===== src/rtl/mdio_pkg.sv =====
// Shared types and frame constants for the clause 22 MDIO master.
// Frame fields after the preamble: ST(2) OP(2) PHYAD(5) REGAD(5) TA(2) DATA(16).
package mdio_pkg;

  typedef enum logic [3:0] {
    S_IDLE,
    S_PREAMBLE,
    S_START,
    S_OPCODE,
    S_PHYADDR,
    S_REGADDR,
    S_TURNAROUND,
    S_DATA,
    S_DONE
  } mdio_state_t;

  localparam logic [1:0] OP_WRITE = 2'b01;
  localparam logic [1:0] OP_READ  = 2'b10;
  localparam logic [1:0] ST       = 2'b01;
  localparam logic [1:0] TA_WRITE = 2'b10;

  localparam int START_LEN   = 2;
  localparam int OPCODE_LEN  = 2;
  localparam int PHYADDR_LEN = 5;
  localparam int REGADDR_LEN = 5;
  localparam int TA_LEN      = 2;
  localparam int DATA_LEN    = 16;
  localparam int DONE_LEN    = 1;
  localparam int FRAME_LEN   = START_LEN + OPCODE_LEN + PHYADDR_LEN + REGADDR_LEN + TA_LEN + DATA_LEN;

  // Preamble length is a module parameter, so it is resolved by the caller.
  function automatic int field_len(mdio_state_t s);
    case (s)
      S_START:      return START_LEN;
      S_OPCODE:     return OPCODE_LEN;
      S_PHYADDR:    return PHYADDR_LEN;
      S_REGADDR:    return REGADDR_LEN;
      S_TURNAROUND: return TA_LEN;
      S_DATA:       return DATA_LEN;
      default:      return DONE_LEN;
    endcase
  endfunction

  function automatic mdio_state_t next_field(mdio_state_t s);
    case (s)
      S_PREAMBLE:   return S_START;
      S_START:      return S_OPCODE;
      S_OPCODE:     return S_PHYADDR;
      S_PHYADDR:    return S_REGADDR;
      S_REGADDR:    return S_TURNAROUND;
      S_TURNAROUND: return S_DATA;
      S_DATA:       return S_DONE;
      default:      return S_IDLE;
    endcase
  endfunction

endpackage


===== src/rtl/mdio_clk_gen.sv =====
// MDC generator: one bit period per CLOCK_DIVIDER clks, mdc low then high.
// fall_tick marks the clk where a bit starts (mdc goes low), rise_tick where mdc goes high.
module mdio_clk_gen #(
  parameter int CLOCK_DIVIDER = 50
) (
  input  logic clk,
  input  logic reset,
  input  logic run,
  input  logic stop,
  output logic mdc,
  output logic fall_tick,
  output logic rise_tick
);

  localparam int CNT_W = $clog2(CLOCK_DIVIDER);
  localparam logic [CNT_W-1:0] LAST = CNT_W'(CLOCK_DIVIDER - 1);
  localparam logic [CNT_W-1:0] HALF = CNT_W'(CLOCK_DIVIDER / 2);

  logic [CNT_W-1:0] cnt;

  assign fall_tick = run && (cnt == '0);
  assign rise_tick = run && (cnt == HALF);

  // stop on the final fall tick parks the counter at 0 so a back-to-back
  // command starts its first bit one clk after acceptance.
  always_ff @(posedge clk or posedge reset) begin
    if (reset) begin
      cnt <= '0;
      mdc <= 1'b0;
    end else begin
      if (!run || (fall_tick && stop) || (cnt == LAST)) cnt <= '0;
      else                                              cnt <= cnt + CNT_W'(1);
      if (!run || fall_tick) mdc <= 1'b0;
      else if (rise_tick)    mdc <= 1'b1;
    end
  end

endmodule


===== src/rtl/mdio_master.sv =====
// Clause 22 MDIO master: one command at a time, full frame on MDC/MDIO, read data + no-PHY flag.
// Optional MDIO_PREAMBLE_SUPPRESS_EN adds cmd_no_preamble to skip the preamble per command.
module mdio_master #(
  parameter int CLOCK_DIVIDER   = 50,
  parameter int PREAMBLE_LENGTH = 32
) (
  input  logic        clk,
  input  logic        reset,
  input  logic        cmd_valid,
  output logic        cmd_ready,
  input  logic        cmd_write,
  input  logic [4:0]  cmd_phyaddr,
  input  logic [4:0]  cmd_regaddr,
  input  logic [15:0] cmd_wdata,
`ifdef MDIO_PREAMBLE_SUPPRESS_EN
  input  logic        cmd_no_preamble,
`endif
  output logic        rsp_valid,
  output logic [15:0] rsp_rdata,
  output logic        rsp_error,
  output logic        busy,
  output logic        mdc,
  output logic        mdio_o,
  output logic        mdio_oe,
  input  logic        mdio_i
);

  import mdio_pkg::*;

  if (CLOCK_DIVIDER < 4 || (CLOCK_DIVIDER % 2) != 0) begin : g_bad_divider
    $error("mdio_master: CLOCK_DIVIDER must be even and >= 4");
  end
  if (PREAMBLE_LENGTH < 1) begin : g_bad_preamble
    $error("mdio_master: PREAMBLE_LENGTH must be >= 1");
  end

  localparam int CNT_MAX = (PREAMBLE_LENGTH > DATA_LEN) ? PREAMBLE_LENGTH : DATA_LEN;
  localparam int CNT_W   = $clog2(CNT_MAX);

  mdio_state_t          state, state_n, first_state;
  logic [CNT_W-1:0]     bit_cnt, bit_n, last_bit;
  logic                 primed;
  logic                 accept;
  logic                 fall_tick, rise_tick;
  logic                 is_write, err_q;
  logic [FRAME_LEN-1:0] tx_sh;
  logic [15:0]          rdata_sh;
  logic                 drive_o, drive_oe, shift_en;

  // Handshake: a command transfers on a clk where cmd_valid && cmd_ready; cmd_ready is
  // high only in IDLE, so cmd_* are ignored for the whole frame. rsp_valid pulses one clk
  // at the end of DONE, in the same clk cmd_ready returns high.
  assign cmd_ready = (state == S_IDLE);
  assign busy      = !cmd_ready;
  assign accept    = cmd_valid && cmd_ready;

`ifdef MDIO_PREAMBLE_SUPPRESS_EN
  assign first_state = cmd_no_preamble ? S_START : S_PREAMBLE;
`else
  assign first_state = S_PREAMBLE;
`endif

  mdio_clk_gen #(.CLOCK_DIVIDER(CLOCK_DIVIDER)) u_clk_gen (
    .clk       (clk),
    .reset     (reset),
    .run       (state != S_IDLE),
    .stop      (state == S_DONE),
    .mdc       (mdc),
    .fall_tick (fall_tick),
    .rise_tick (rise_tick)
  );

  always_comb begin
    if (state == S_PREAMBLE) last_bit = CNT_W'(PREAMBLE_LENGTH - 1);
    else                     last_bit = CNT_W'(field_len(state) - 1);
  end

  // state/bit_cnt name the bit currently on the wire; the first fall tick after
  // acceptance starts bit 0 without advancing (primed == 0).
  always_ff @(posedge clk or posedge reset) begin
    if (reset) begin
      state   <= S_IDLE;
      bit_cnt <= '0;
      primed  <= 1'b0;
    end else begin
      state   <= state_n;
      bit_cnt <= bit_n;
      if (state == S_IDLE) primed <= 1'b0;
      else if (fall_tick)  primed <= 1'b1;
    end
  end

  always_comb begin
    state_n = state;
    bit_n   = bit_cnt;
    if (state == S_IDLE) begin
      if (accept) begin
        state_n = first_state;
        bit_n   = '0;
      end
    end else if (fall_tick && primed) begin
      if (bit_cnt == last_bit) begin
        state_n = next_field(state);
        bit_n   = '0;
      end else begin
        bit_n = bit_cnt + CNT_W'(1);
      end
    end
  end

  // Pad drive for the bit that starts at the next fall tick.
  always_comb begin
    drive_o  = 1'b1;
    drive_oe = 1'b0;
    shift_en = 1'b0;
    case (state_n)
      S_PREAMBLE: drive_oe = 1'b1;
      S_START, S_OPCODE, S_PHYADDR, S_REGADDR: begin
        drive_o  = tx_sh[FRAME_LEN-1];
        drive_oe = 1'b1;
        shift_en = 1'b1;
      end
      S_TURNAROUND, S_DATA: begin
        drive_o  = tx_sh[FRAME_LEN-1];
        drive_oe = is_write;
        shift_en = 1'b1;
      end
      default: ;
    endcase
  end

  always_ff @(posedge clk or posedge reset) begin
    if (reset) begin
      is_write  <= 1'b0;
      err_q     <= 1'b0;
      tx_sh     <= '0;
      rdata_sh  <= '0;
      mdio_o    <= 1'b1;
      mdio_oe   <= 1'b0;
      rsp_valid <= 1'b0;
      rsp_rdata <= '0;
      rsp_error <= 1'b0;
    end else begin
      rsp_valid <= 1'b0;
      if (accept) begin
        is_write <= cmd_write;
        err_q    <= 1'b0;
        // Read frames carry idle ones in TA/DATA; they are never driven (oe=0).
        tx_sh    <= cmd_write ? {ST, OP_WRITE, cmd_phyaddr, cmd_regaddr, TA_WRITE, cmd_wdata}
                              : {ST, OP_READ, cmd_phyaddr, cmd_regaddr, 2'b11, 16'hFFFF};
      end
      if (fall_tick) begin
        mdio_o  <= drive_o;
        mdio_oe <= drive_oe;
        if (shift_en) tx_sh <= tx_sh << 1;
      end
      if (rise_tick) begin
        if (state == S_TURNAROUND && bit_cnt == CNT_W'(1) && !is_write) err_q <= mdio_i;
        if (state == S_DATA) rdata_sh <= {rdata_sh[14:0], mdio_i};
      end
      if (fall_tick && state == S_DONE && state_n == S_IDLE) begin
        rsp_valid <= 1'b1;
        rsp_error <= !is_write && err_q;
        if (!is_write) rsp_rdata <= rdata_sh;
      end
    end
  end

endmodule

===== config.mk =====
export PLATFORM = sky130hd
export DESIGN_NAME = mdio_master
export DESIGN_NICKNAME = d
export VERILOG_FILES = /design/src/rtl/mdio_pkg.sv /design/src/rtl/mdio_clk_gen.sv /design/src/rtl/mdio_master.sv
export SDC_FILE = /design/constraint.sdc
export NUM_CORES = 1
export LEC_CHECK = 0
export BUFFER_PORTS_ARGS = -buffer_cell sky130_fd_sc_hd__buf_2
export CORE_MARGIN = 2
export CORE_UTILIZATION = 54
export DETAILED_ROUTE_END_ITERATION = 10
export PLACE_DENSITY_LB_ADDON = 0.12
export SLEW_MARGIN = 10
export SYNTH_ARGS = -nofsm -noshare
export SYNTH_HDL_FRONTEND = slang
export SYNTH_SLANG_ARGS = --single-unit

===== constraint.sdc =====
create_clock -name clk -period 5.67 [get_ports clk]
set_input_delay 0.2835 -clock clk [delete_from_list [all_inputs] [get_ports clk]]
set_output_delay 0.2835 -clock clk [all_outputs]
set_load 0.02 [all_outputs]

== Word level (Yosys, flattened, before mapping) ==
Cells that the tools add are included.
Word-level totals
  flip-flop bits (word level): 87
  logic and storage cells: 96
Operators by class
  add/sub/neg operators: 3
  equality and inequality tests: 20
  multiplexer cells: 28
  bitwise logic cells: 1
  reduce and logical (&&, ||, !) cells: 30
Operators with widths (number)
  32-bit 2-to-1 mux: 3
  4-bit by 3-bit == test with 1-bit output, second input constant: 8
  30-bit 2-to-1 mux: 1
  5-bit 2-to-1 mux: 6
  4-bit one-hot mux with 7 select lines: 1
  4-bit by 2-bit == test with 1-bit output, second input constant: 4
  4-bit 2-to-1 mux: 4
  5-bit one-hot mux with 3 select lines: 1
  1-bit 2-to-1 mux: 10
  1-bit logical AND: 9
  4-bit by 1-bit == test with 1-bit output, second input constant: 2
  4-bit logical NOT: 2
  6-bit by 1-bit adder with 6-bit output, second input constant: 1
  6-bit by 5-bit == test with 1-bit output, second input constant: 1
  6-bit == test, second input constant: 1
  6-bit logical NOT: 1
  6-bit 2-to-1 mux: 1
  2-bit AND reduction: 3
  2-bit nonzero test: 3
  6-bit OR reduction: 1
  5-bit by 1-bit adder with 5-bit output, second input constant: 1
  5-bit by 1-bit == test with 1-bit output, second input constant: 1
  5-bit == test: 1
  5-bit OR reduction: 1
  other kinds (10): 15

== Depth between registers and ports, before layout ==
  depth in word-level cells: 15
  depth in mapped cells: 15

== Hierarchy ==
A second synthesis with hierarchy kept.
Second synthesis, totals
  cells, all modules: 407
  area total of the unflattened synthesis: 4332.9 µm²
Modules (own cells, without submodules)
  mdio_master: instances 1, cells each 367, area an instance 3925.0 µm²
  mdio_clk_gen: instances 1, cells each 40, area an instance 407.9 µm²

== Worst setup path before layout ==
OpenSTA, ideal clock, no wires.
  kind: reg2reg
  start point: register state[1]
  end point: register rsp_rdata[0]
  arrival time: 3.255 ns
  slack: 2.287 ns
  stages on the path, launching flop included: 16
  path through: dfrtp_1 buf_2 inv_1 nor2_1 nand2_1 ha_1 ha_1 nor4bb_1 a31oi_1 o22ai_1 nand4_2 or2_1 buf_2 nor3_4 buf_6 mux2_1
On the way
  cells in the longest elaborated chain, start to end: 13
RTL lines
  from (decl): line mdio_master.sv:40  | mdio_state_t state, state_n, first_state;
  from (signal assigned): line mdio_master.sv:86  | state <= state_n;
  4-bit by 3-bit == test with 1-bit output / 4-bit by 2-bit == test with 1-bit output (equally long branches): line mdio_pkg.sv:33, mdio_pkg.sv:45
  3-bit OR reduction (no source line) / 2-bit OR reduction (equally long branches)
  5-bit one-hot mux with 3 select lines: line mdio_pkg.sv:33  | case (s)
  5-bit 2-to-1 mux: line mdio_master.sv:74  | if (state == S_PREAMBLE) last_bit = CNT_W'(PREAMBLE_LENGTH - 1);
  5-bit by 2-bit subtractor with 5-bit output: line mdio_master.sv:75  | else last_bit = CNT_W'(field_len(state) - 1);
  5-bit 2-to-1 mux: line mdio_master.sv:74
  5-bit == test: line mdio_master.sv:102  | if (bit_cnt == last_bit) begin
  4-bit 2-to-1 mux: line mdio_master.sv:102
  4-bit 2-to-1 mux: line mdio_master.sv:101  | end else if (fall_tick && primed) begin
  4-bit 2-to-1 mux: line mdio_master.sv:96  | if (state == S_IDLE) begin
  4-bit logical NOT: line mdio_master.sv:161  | if (fall_tick && state == S_DONE && state_n == S_IDLE) begin
  1-bit logical AND (*): line mdio_master.sv:161
  2-bit AND reduction (no source line) (*)
  to (signal assigned): line mdio_master.sv:164  | if (!is_write) rsp_rdata <= rdata_sh;
  to (decl): line mdio_master.sv:19  | output logic [15:0] rsp_rdata,
Mark *: on every way between the ends. The rest lies on a longest branch, timed or not. The select of a mux whose other input is x is not followed.
A chain may end at the register's enable or synchronous reset.

== Final worst setup path ==
  start point: register state[1]
  end point: register rsp_rdata[8]
Same word-level chain as after synthesis.

==> flow_summary.rst <==
.. list-table::
   :header-rows: 1

   * - Metric
     - Value
   * - Req. time, crit path
     - 5.92 ns
   * - Max H-tree Level
     - 3
   * - Maximum root-to-sink buffer count
     - 2
   * - Count of distinct cell types in the synthesized netlist
     - 50
   * - Crit Path Category
     - reg2reg
   * - Time the final worst path needs with I/O delays and setup
     - 4.04 ns
   * - Pwr dens
     - 232 nW/um^2
   * - Post-route clock skew
     - 0.0178 ns
   * - Share of the cycle needed by the critical path after routing
     - 71.2%
   * - Cell Area, Synth
     - 4210 sq um
   * - Power share of the combinational group
     - 2.4%
   * - Slew Viols, Final
     - 0
   * - Synth top area share
     - 51.1%
   * - Worst Setup Start Kind
     - flip-flop
   * - Highest achievable clock rate
     - 248 MHz
   * - Initial antenna violation count
     - 0
   * - Worst flop-to-flop path endpoint
     - rsp_rdata[8]
   * - Synthesis-to-finish area growth
     - 12.7%
   * - TritonCTS Buffers
     - 9
   * - Avg Synthesized Cell Area
     - 10.7 sq um
   * - Cell area after layout
     - 4740 sq um
   * - HPWL Detailed
     - 5.17 mm
   * - Area of the placeable core
     - 7650 sq um
   * - Count of maximum capacitance violations
     - 0
   * - Power after layout
     - 1.10 mW
   * - Clock latency of the later-clocked register in the worst-skew pair
     - 0.36 ns
   * - R2R cell count
     - 12
   * - Count of TritonRoute iterations in the first routing pass
     - 4
   * - Total of flip-flops plus latches after synthesis
     - 87
   * - Antenna cell count
     - 0
   * - Internal power component
     - 842 uW
   * - End point of the critical path
     - rsp_rdata[8]
   * - Unrepaired setup endpoints after global routing
     - no
   * - Post CTS Setup Buffer Count
     - 0
   * - Max FO, Critical Path
     - 16
   * - Drt total wl
     - 7.66 mm
   * - Number of vias per cell after detailed routing
     - 5.30
   * - Cell count after synthesis
     - 395
   * - Sequential cell area fraction in the yosys report
     - 51.8%
   * - Top-level I/O count
     - 54
   * - Total number of yosys warnings
     - 0
   * - Total congestion overflow after global routing
     - 0
   * - Count of nets after finishing
     - 479
   * - Reg-to-reg setup timing slack
     - 1.63 ns
   * - Fraction of power consumed by the clock network
     - 41.3%
   * - Vias
     - 2906
   * - CP Launch Point
     - state[1]
   * - Final setup violation count
     - 0
   * - DR DRC count
     - 0
   * - Arrival time reported for the critical path endpoint
     - 4.29 ns
   * - Routed Antenna Nets
     - 0
   * - Global-route wire length before repair
     - 13.4 mm
   * - Final weighted congestion in routability-driven placement
     - 0.827
   * - Average detailed-routed wire length per instance
     - 14.0 um
   * - Ratio of cells with drive above 1 in the final layout
     - 29.6%
   * - Net Sw Power
     - 260 uW
   * - Area after detailed placement
     - 4530 sq um
   * - # port buffers
     - 53
   * - CTS resizes
     - 0
   * - Pin count of the biggest net entering global routing
     - 88
   * - Cell types with the largest area share after synthesis
     - sky130_fd_sc_hd__dfrtp_1 51%, sky130_fd_sc_hd__mux2_2 13%, sky130_fd_sc_hd__nand2_1 4.7%, sky130_fd_sc_hd__nor2_1 3.8%, sky130_fd_sc_hd__a31oi_1 2.7%
   * - Min-delay worst type
     - in2reg
   * - Status
     - finished, final reports clean
   * - Transition time at the pin with the least slew margin
     - 1.08 ns
   * - Clock sink count
     - 87
   * - Count of routing violations after the opening detailed-route iteration
     - 144
   * - Register share of total power
     - 56.3%
   * - Sw Ratio
     - 23.6%
   * - Most used standard cells in the synthesized netlist
     - 86 x sky130_fd_sc_hd__dfrtp_1, 53 x sky130_fd_sc_hd__nand2_1, 50 x sky130_fd_sc_hd__mux2_2
   * - FP Rows
     - 32
   * - Post-synth EDFFs
     - 0
   * - Biggest area consumer among synthesized cells
     - sky130_fd_sc_hd__dfrtp_1
   * - Critical register-to-register path startpoint
     - state[1]
   * - Prevailing post-synth register cell
     - sky130_fd_sc_hd__dfrtp_1
   * - Reported leakage power
     - 2.48 nW
   * - Worst vdd rail ir drop
     - 0.140 mV
   * - Total routing resource utilization after global routing
     - 19.8%
   * - TritonCTS clock tree
     - done
   * - Total die area
     - 8510 sq um
   * - Total Negative Setup Slacks
     - 0 ns
   * - Post-cts hold buffer count
     - 0
   * - Die height
     - 92.3 um
   * - Clock-pin transition on the worst setup and hold timing paths
     - 0.10 ns
   * - Synth Net Count
     - 433
   * - Post-synthesis async set-or-reset flop share
     - 100%
   * - Number of global-route vias before repair
     - 2787
   * - Worst slew margin relative to its limit
     - 28.0%
   * - Width of the die
     - 92.3 um
   * - Crit end category
     - flip-flop
   * - Root buffer cell
     - sky130_fd_sc_hd__clkbuf_8
   * - Initial cell density of the core
     - 55.0%
   * - Hold Violations, Final
     - 0
   * - Most repeated cell in the gate-level netlist after synthesis
     - sky130_fd_sc_hd__dfrtp_1
[worst min path at each step]
| stage | slack [ns] | startpoint | end | depth (start not counted) |
|---|---|---|---|---|
| after global placement | 0.45 | mdio_o | mdio_o | 2 |
| after global routing | 0.18 | mdio_i | err_q | 3 |
| after floorplan | 0.40 | mdio_i | err_q | 2 |
| after CTS | 0.17 | mdio_i | err_q | 3 |
| after detailed placement | 0.45 | mdio_o | mdio_o | 2 |
| final | 0.18 | mdio_i | err_q | 3 |
[registers in the layout, indices dropped and copies added, names as in the netlist]
| name | count |
|---|---|
| bit_cnt | 5 |
| rsp_valid | 1 |
| u_clk_gen.mdc | 1 |
| rsp_rdata | 16 |
| state | 4 |
| is_write | 1 |
| u_clk_gen.cnt | 6 |
| mdio_o | 1 |
| rdata_sh | 16 |
| err_q | 1 |
| rsp_error | 1 |
| mdio_oe | 1 |
| primed | 1 |
| tx_sh | 32 |
[metrics by stage]
stage | hold WS (ns) | instances | util [%] | setup WS, ns
after floorplan | 0.400 | 395 | - | 2.29
after global placement | 0.447 | 532 | 59.2 | 1.85
after detailed placement | 0.452 | 532 | 59.2 | 1.67
after CTS | 0.165 | 548 | 62.0 | 1.66
after global routing | 0.181 | 548 | 62.0 | 1.31
final | 0.181 | 548 | 62.0 | 1.63
[critical path, stage by stage (launching register included)]
cell	delay, ns
sky130_fd_sc_hd__dfrtp_1	0.61
sky130_fd_sc_hd__inv_1	0.19
sky130_fd_sc_hd__nor2_1	0.24
sky130_fd_sc_hd__nand2_1	0.10
sky130_fd_sc_hd__ha_1	0.19
sky130_fd_sc_hd__ha_1	0.31
sky130_fd_sc_hd__nor4bb_1	0.29
sky130_fd_sc_hd__a31oi_1	0.07
sky130_fd_sc_hd__o22ai_1	0.20
sky130_fd_sc_hd__nand4_2	0.25
sky130_fd_sc_hd__or2_1	0.40
sky130_fd_sc_hd__nor3_4	0.67
sky130_fd_sc_hd__mux2_2	0.41
[per-layer routing]
layer	share of wire [%]	global-route usage (%)	vias up
met2	49	31.8	52
met4	0.77	5.60	0
li1	-	-	1437
met1	47	27.1	1411
met3	3.6	4.68	6
met5	0	0	-
[kinds of logic (layout without fill, tap and decap cells)]
kind of cell	count (synthesis)	after routing	share of synthesized area (%)
and+or+nand+nor	138	138	15.8
DFF	87	87	51.8
muxes	61	61	16.3
buffers and inverters	47	98	4.88
AOI/OAI and AO/OA	46	46	7.34
xor gates and xnor gates	9	9	1.87
adders and majority gates	7	7	2.08
[power groups by stage]
stage | clock network (mW) | registers, mW | logic [mW]
final | 0.455 | 0.620 | 0.0267
after global routing | 0.492 | 0.620 | 0.0317
after CTS | 0.467 | 0.620 | 0.0283
after detailed placement | 0 | 0.632 | 0.0281
after global placement | 0 | 0.632 | 0.0277
after floorplan | 0 | 0.632 | 0.0130
[cell usage in the layout (no fill, tap or decap), drive strengths merged, types with 2 or more instances in the layout]
cell type / Yosys / final
dfrtp: 86 / 86
mux2: 60 / 60
buf: 11 / 57
nand2: 53 / 53
nor2: 43 / 43
inv: 25 / 26
a31oi: 18 / 18
clkbuf: 11 / 9
nand3: 7 / 7
o21ai: 7 / 7
ha: 7 / 7
xor2: 6 / 6
nand2b: 5 / 5
a21oi: 5 / 5
nor3: 5 / 5
nor2b: 4 / 4
nand3b: 4 / 4
nor3b: 4 / 4
clkinv: 0 / 4
xnor2: 3 / 3
nor4: 3 / 3
nand4: 3 / 3
and2: 2 / 2
o22ai: 2 / 2
a22o: 2 / 2
[layout make-up]
type                            instances  area (sq um)
Fill cell                             681          2910
Sequential cell                        87          2180
Multi-Input combinational cell        261          1830
Timing Repair Buffer                   57           295
Tap cell                              102           128
Clock buffer                            9           124
Inverter                               25          95.1
Clock inverter                          7          91.3
(Power assumes the default switching activity.)
